==> src/rtl/hs_pkg.sv <==
// Shared types and defaults for the request-path transmit driver.
package hs_pkg;

  typedef enum logic [1:0] {
    StIdle  = 2'd0,
    StReqHi = 2'd1,
    StReqLo = 2'd2,
    StGap   = 2'd3
  } hs_state_t;

  localparam int unsigned HS_MIN_PULSE = 4;
  localparam int unsigned HS_TIMEOUT   = 255;

endpackage

==> src/rtl/sync_chain.sv <==
// Multi-flop synchronizer for a single asynchronous level.
module sync_chain #(
  parameter int unsigned SYNC_STAGES = 2
) (
  input  logic clk_i,
  input  logic rstn_i,
  input  logic d_i,
  output logic q_o
);

  logic [SYNC_STAGES-1:0] sync_q;

  always_ff @(posedge clk_i or negedge rstn_i) begin
    if (!rstn_i) begin
      sync_q <= '0;
    end else begin
      sync_q <= {sync_q[SYNC_STAGES-2:0], d_i};
    end
  end

  assign q_o = sync_q[SYNC_STAGES-1];

endmodule

==> src/rtl/handshake_req_driver.sv <==
// Turns a one-cycle send strobe into a registered, width-guaranteed request level, either as
// a 4-phase req/ack exchange or as a fixed-width pulse.
module handshake_req_driver
  import hs_pkg::*;
#(
  parameter int unsigned MIN_PULSE   = HS_MIN_PULSE,
  parameter int unsigned TIMEOUT     = HS_TIMEOUT,
  parameter int unsigned SYNC_STAGES = 2
) (
  input  logic clk_i,
  input  logic rstn_i,
  input  logic send_i,
  input  logic mode_i,
  input  logic ack_i,
  output logic req_o,
  output logic busy_o,
  output logic done_o,
  output logic timeout_o,
  output logic drop_o
);

  localparam int unsigned PW = $clog2(MIN_PULSE + 1);
  localparam int unsigned WW = $clog2(TIMEOUT + 1);

  localparam logic [PW-1:0] PulseSat  = PW'(MIN_PULSE);
  localparam logic [PW-1:0] PulseLast = PW'(MIN_PULSE - 1);
  localparam logic [PW-1:0] PulsePre  = PW'(MIN_PULSE - 2);
  localparam logic [WW-1:0] WaitSat   = WW'(TIMEOUT);
  localparam logic [WW-1:0] WaitPre   = WW'(TIMEOUT - 2);

  hs_state_t         state_q, state_d;
  logic              mode_q, mode_d;
  logic [PW-1:0]     pulse_cnt_q, pulse_cnt_d;
  logic [WW-1:0]     wait_cnt_q, wait_cnt_d;
  logic              req_q, req_d;
  logic              busy_q, busy_d;
  logic              done_q, done_d;
  logic              timeout_q, timeout_d;
  logic              drop_q, drop_d;
  logic              ack_s;

  sync_chain #(
    .SYNC_STAGES(SYNC_STAGES)
  ) u_ack_sync (
    .clk_i (clk_i),
    .rstn_i(rstn_i),
    .d_i   (ack_i),
    .q_o   (ack_s)
  );

  always_ff @(posedge clk_i or negedge rstn_i) begin
    if (!rstn_i) begin
      state_q <= StIdle;
    end else begin
      state_q <= state_d;
    end
  end

  // done/timeout pulses are decided one cycle early so they land in the last busy cycle.
  always_comb begin
    state_d = state_q;
    case (state_q)
      StIdle: begin
        if (send_i) state_d = StReqHi;
      end
      StReqHi: begin
        if (timeout_q) begin
          state_d = StGap;
        end else if (pulse_cnt_q >= PulseLast && (mode_q || ack_s)) begin
          state_d = StReqLo;
        end
      end
      StReqLo: begin
        if (done_q || timeout_q) state_d = StIdle;
      end
      StGap: begin
        if (pulse_cnt_q >= PulseLast) state_d = StIdle;
      end
      default: state_d = StIdle;
    endcase
  end

  always_comb begin
    mode_d      = mode_q;
    pulse_cnt_d = pulse_cnt_q;
    wait_cnt_d  = wait_cnt_q;
    done_d      = 1'b0;
    timeout_d   = 1'b0;

    if (state_q == StIdle && send_i) mode_d = mode_i;

    if (state_d != state_q) begin
      pulse_cnt_d = '0;
      wait_cnt_d  = '0;
    end else begin
      if (state_q != StIdle && pulse_cnt_q != PulseSat) begin
        pulse_cnt_d = pulse_cnt_q + PW'(1);
      end
      if (!mode_q && wait_cnt_q != WaitSat &&
          ((state_q == StReqHi && !ack_s) || (state_q == StReqLo && ack_s))) begin
        wait_cnt_d = wait_cnt_q + WW'(1);
      end
    end

    if (state_d == state_q) begin
      if (state_q == StReqHi) begin
        timeout_d = !mode_q && !ack_s && (wait_cnt_q == WaitPre);
      end else if (state_q == StReqLo) begin
        if (pulse_cnt_q >= PulsePre && (mode_q || !ack_s)) begin
          done_d = 1'b1;
        end else if (!mode_q && ack_s && wait_cnt_q == WaitPre) begin
          timeout_d = 1'b1;
        end
      end
    end

    req_d  = (state_d == StReqHi);
    busy_d = (state_d != StIdle);
    drop_d = send_i && (state_q != StIdle);
  end

  always_ff @(posedge clk_i or negedge rstn_i) begin
    if (!rstn_i) begin
      mode_q      <= 1'b0;
      pulse_cnt_q <= '0;
      wait_cnt_q  <= '0;
      req_q       <= 1'b0;
      busy_q      <= 1'b0;
      done_q      <= 1'b0;
      timeout_q   <= 1'b0;
      drop_q      <= 1'b0;
    end else begin
      mode_q      <= mode_d;
      pulse_cnt_q <= pulse_cnt_d;
      wait_cnt_q  <= wait_cnt_d;
      req_q       <= req_d;
      busy_q      <= busy_d;
      done_q      <= done_d;
      timeout_q   <= timeout_d;
      drop_q      <= drop_d;
    end
  end

  assign req_o     = req_q;
  assign busy_o    = busy_q;
  assign done_o    = done_q;
  assign timeout_o = timeout_q;
  assign drop_o    = drop_q;

endmodule
==> config.mk <==
export PLATFORM = sky130hd
export DESIGN_NAME = handshake_req_driver
export DESIGN_NICKNAME = d
export VERILOG_FILES = /design/src/rtl/hs_pkg.sv /design/src/rtl/sync_chain.sv /design/src/rtl/handshake_req_driver.sv
export SDC_FILE = /design/constraint.sdc
export NUM_CORES = 1
export LEC_CHECK = 0
export CAP_MARGIN = 10
export CORE_MARGIN = 2
export CORE_UTILIZATION = 53
export CTS_BUF_LIST = sky130_fd_sc_hd__clkbuf_2 sky130_fd_sc_hd__clkbuf_4 sky130_fd_sc_hd__clkbuf_8
export DETAILED_ROUTE_END_ITERATION = 8
export GPL_TIMING_DRIVEN = 0
export MAX_ROUTING_LAYER = met4
export PLACE_DENSITY = 0.77
export SLEW_MARGIN = 20
export SYNTH_ARGS = -nofsm -noshare
export SYNTH_HDL_FRONTEND = slang
export SYNTH_SLANG_ARGS = --single-unit
==> constraint.sdc <==
create_clock -name clk_i -period 1.7 [get_ports clk_i]
set_input_delay 0.51 -clock clk_i [delete_from_list [all_inputs] [get_ports clk_i]]
set_output_delay 0.51 -clock clk_i [all_outputs]
set_load 0.05 [all_outputs]
==> qor.csv <==
metric;value;unit
Worst Hold Class;primary input to asynchronous set/reset pin;
violated checks;setup timing;
Clock Skew;0.0167;ns
Inst Count DP;148;
syn_nets;123;
PwrDens;1690;mW/mm^2
layout cell share with drive strength beyond 1;0.359;
Period minus WS final;1.79;ns
gpl congestion;0.784;
Setup crit end kind;flop;
H-Tree Depth;1;
via count;908;
Flop pwr share;0.289;
Initial DRC Count;33;
Final Slew Violations;0;
DR pass1 iterations;4;
FF+latch count, synth;21;
Initial Util;0.568;
Die Span X;50.1;um
CTS Sinks;21;
CP Max Fanout;5;
Layout Cells excl Fill;158;
CP max-delay cell;dfrtp_2;
I/O pin cnt;10;
worst endpoint data arrival time;2.02;ns
Top delay family on crit path;compound AO/OA/AOI/OAI gates;
critical path class;flop to flop;
Synth Cell Area;0.00112;sq mm
clk slew on worst S/H paths;0.13;ns
Sw Share;0.441;
WP buf/inv;1;
final hold viol count;0;
status;complete, but fails checks;
total track usage;0.239;
Post-DRT Antenna Nets;0;
gr ovfl total;0;
RSZ-0062 raised after global routing;true;
vias in the first global route;908;
average size of a mapped cell;10.0;sq um
Final setup viols;11;
max-cap violations;0;
net switching power;1.12;mW
Die Y;50.1;um
setup TNS;-0.556;ns
Avg WL per Cell;16.6;um
Synth cell types;38;
crit-path cells;ha_4 > ha_4 > a211oi_4 > o211ai_1 > a22o_4 > buf_8 > nor3b_2;
Vias/cell;5.75;
Post-synth EDFFs;0;
CTS Root Cell;clkbuf_4;
Nets;143;
P_leak;0.590;nW
register area share after synthesis;0.467;
I/O Buffers;9;
first-pass GRT wire length;4.39;mm
maximum clock frequency;0.560;GHz
Critical Path Start Type;flop;
die area;0.00251;sq mm
Hold Worst Slack;0.125;ns
CP max stage delay;0.45;ns
CTS tree;done;
crit share post-route;1.05;
setup ws final;-0.0868;ns
largest net degree at the start of global routing;22;
initial antenna violation count;0;
Inserted Clock Buffers;3;
async set-or-reset flop fraction in the synthesized netlist;1.00;
footprint of the multi-input gates;688;sq um
worst rel slew slack;0.677;
clock buffer depth;2;
Worst-Skew Late Latency;0.32;ns
FF/Latch Area;531;sq um
post-DP HPWL;1.53;mm
Routed WL;2.62;mm
Rows;16;
Worst-Margin Slew;0.485;ns
power share of the clock group;0.098;
Area Growth Syn to Fin;33.9;%
Core Footprint;0.00198;sq mm
CTS Hold Bufs;0;
fillcell total;121;
Worst EP required;1.94;ns
most used cell, CP;ha_4;
Cell Int Power;1.42;mW
total power;2.54;mW
combinational share of power;0.613;
Synth Flop Type;dfrtp_1;
DRC Markers;0;
VDD IR max;1170;uV
Mapped Cells;112;
YS warnings;0;
ANT cells;0;
[registers in the layout, indices dropped and copies added (netlist names)]
signal / count
wait_cnt_q: 8
pulse_cnt_q: 3
state_q: 2
u_ack_sync.sync_q: 2
busy_o: 1
done_o: 1
drop_o: 1
mode_q: 1
req_o: 1
timeout_o: 1
[layout make-up]
cell class              count  share of cell area
flip-flops and latches     21               0.352
clock buffers               3              0.0150
inverters                  11              0.0274
well taps                  27              0.0224
clock inverters             1             0.00332
repair buffers             15              0.0955
multi-input cells          76               0.457
plain buffers               4              0.0274
[cells in the mapped netlist, types with 2 or more instances]
| cell | number | area (sq um) |
|---|---|---|
| inv_1 | 11 | 41.3 |
| o31ai_1 | 2 | 15.0 |
| nor2_1 | 7 | 26.3 |
| o21ai_0 | 4 | 20.0 |
| or4_1 | 2 | 15.0 |
| nand2_1 | 7 | 26.3 |
| nand3_1 | 2 | 10.0 |
| and4_1 | 2 | 17.5 |
| dfrtp_1 | 21 | 526 |
| a31oi_1 | 2 | 12.5 |
| nor2b_1 | 2 | 12.5 |
| nand4_1 | 2 | 12.5 |
| a2111oi_0 | 3 | 26.3 |
| ha_1 | 6 | 75.1 |
| a21oi_1 | 7 | 35.0 |
| a311oi_1 | 2 | 17.5 |
| buf_6 | 3 | 33.8 |
| nor3_1 | 7 | 35.0 |
[worst paths after layout]
check / startpoint / endpoint / slack [ns] / depth (start not counted)
min: rstn_i / done_o$_DFF_PN0_ / 0.13 / 1
min in group clk_i: u_ack_sync.sync_q[0]$_DFF_PN0_ / u_ack_sync.sync_q[1]$_DFF_PN0_ / 0.37 / 0
max in group asynchronous: rstn_i / pulse_cnt_q[1]$_DFFE_PN0P_ / 1.20 / 1
max: pulse_cnt_q[0]$_DFFE_PN0P_ / wait_cnt_q[3]$_DFFE_PN0P_ / -0.09 / 7
max reg2reg: pulse_cnt_q[0]$_DFFE_PN0P_ / wait_cnt_q[3]$_DFFE_PN0P_ / -0.09 / 7
min reg2reg: u_ack_sync.sync_q[0]$_DFF_PN0_ / u_ack_sync.sync_q[1]$_DFF_PN0_ / 0.37 / 0
[worst register-to-register path, cell delays in order (launching register included)]
cell      delay, ns
dfrtp_2        0.45
ha_4           0.17
ha_4           0.15
a211oi_4       0.22
o211ai_1       0.15
a22o_4         0.28
buf_8          0.15
nor3b_2        0.15
[power by group through the flow]
stage          clock network, mW  registers, mW  logic, mW
5_1_grt                    0.271          0.753       1.69
3_5_place_dp                   0          0.757       1.00
4_1_cts                    0.253          0.723       1.22
2_1_floorplan                  0          0.845      0.669
3_3_place_gp                   0          0.750      0.969
6_report                   0.249          0.733       1.56
[cell families after synthesis]
| group | share of synthesized area |
|---|---|
| simple gates | 0.187 |
| compound gates | 0.182 |
| flops | 0.467 |
| buf+inv | 0.0701 |
| fa+ha+maj | 0.0667 |
| mux | 0.0189 |
| xor+xnor | 0.00779 |
[metrics by stage]
step / setup WS, ns / utilization / cell area (sq um)
finish: -0.0868 / 0.760 / 1510
global placement: -0.187 / 0.650 / 1290
CTS: -0.159 / 0.703 / 1390
detailed placement: -0.279 / 0.650 / 1290
global route: -0.190 / 0.760 / 1510
floorplan: -0.0278 / - / 1160
[per-layer routing]
layer	track usage	routed length [um]	vias up
met5	-	0	-
met4	0.0509	25	0
met3	0.0606	74	4
met2	0.397	1400	17
met1	0.293	1120	442
li1	-	-	445
[layout by cell type (no fill, tap or decap), types with 4 or more instances in the layout]
| cell | instances |
|---|---|
| a21oi_1 | 4 |
| a21oi_2 | 4 |
| buf_4 | 5 |
| dfrtp_1 | 17 |
| dfrtp_2 | 4 |
| ha_1 | 4 |
| inv_1 | 11 |
| nand2_1 | 7 |
| nor3_1 | 4 |
[timing repair]
action	4_1_cts	5_1_grt
pin swaps	3	14
buffers inserted	5	0
gates cloned	0	1
endpoints found under the hold margin	0	0
endpoints found under the setup margin	19	19
gates resized for setup	21	25
Power figures use the tool's default switching activity.
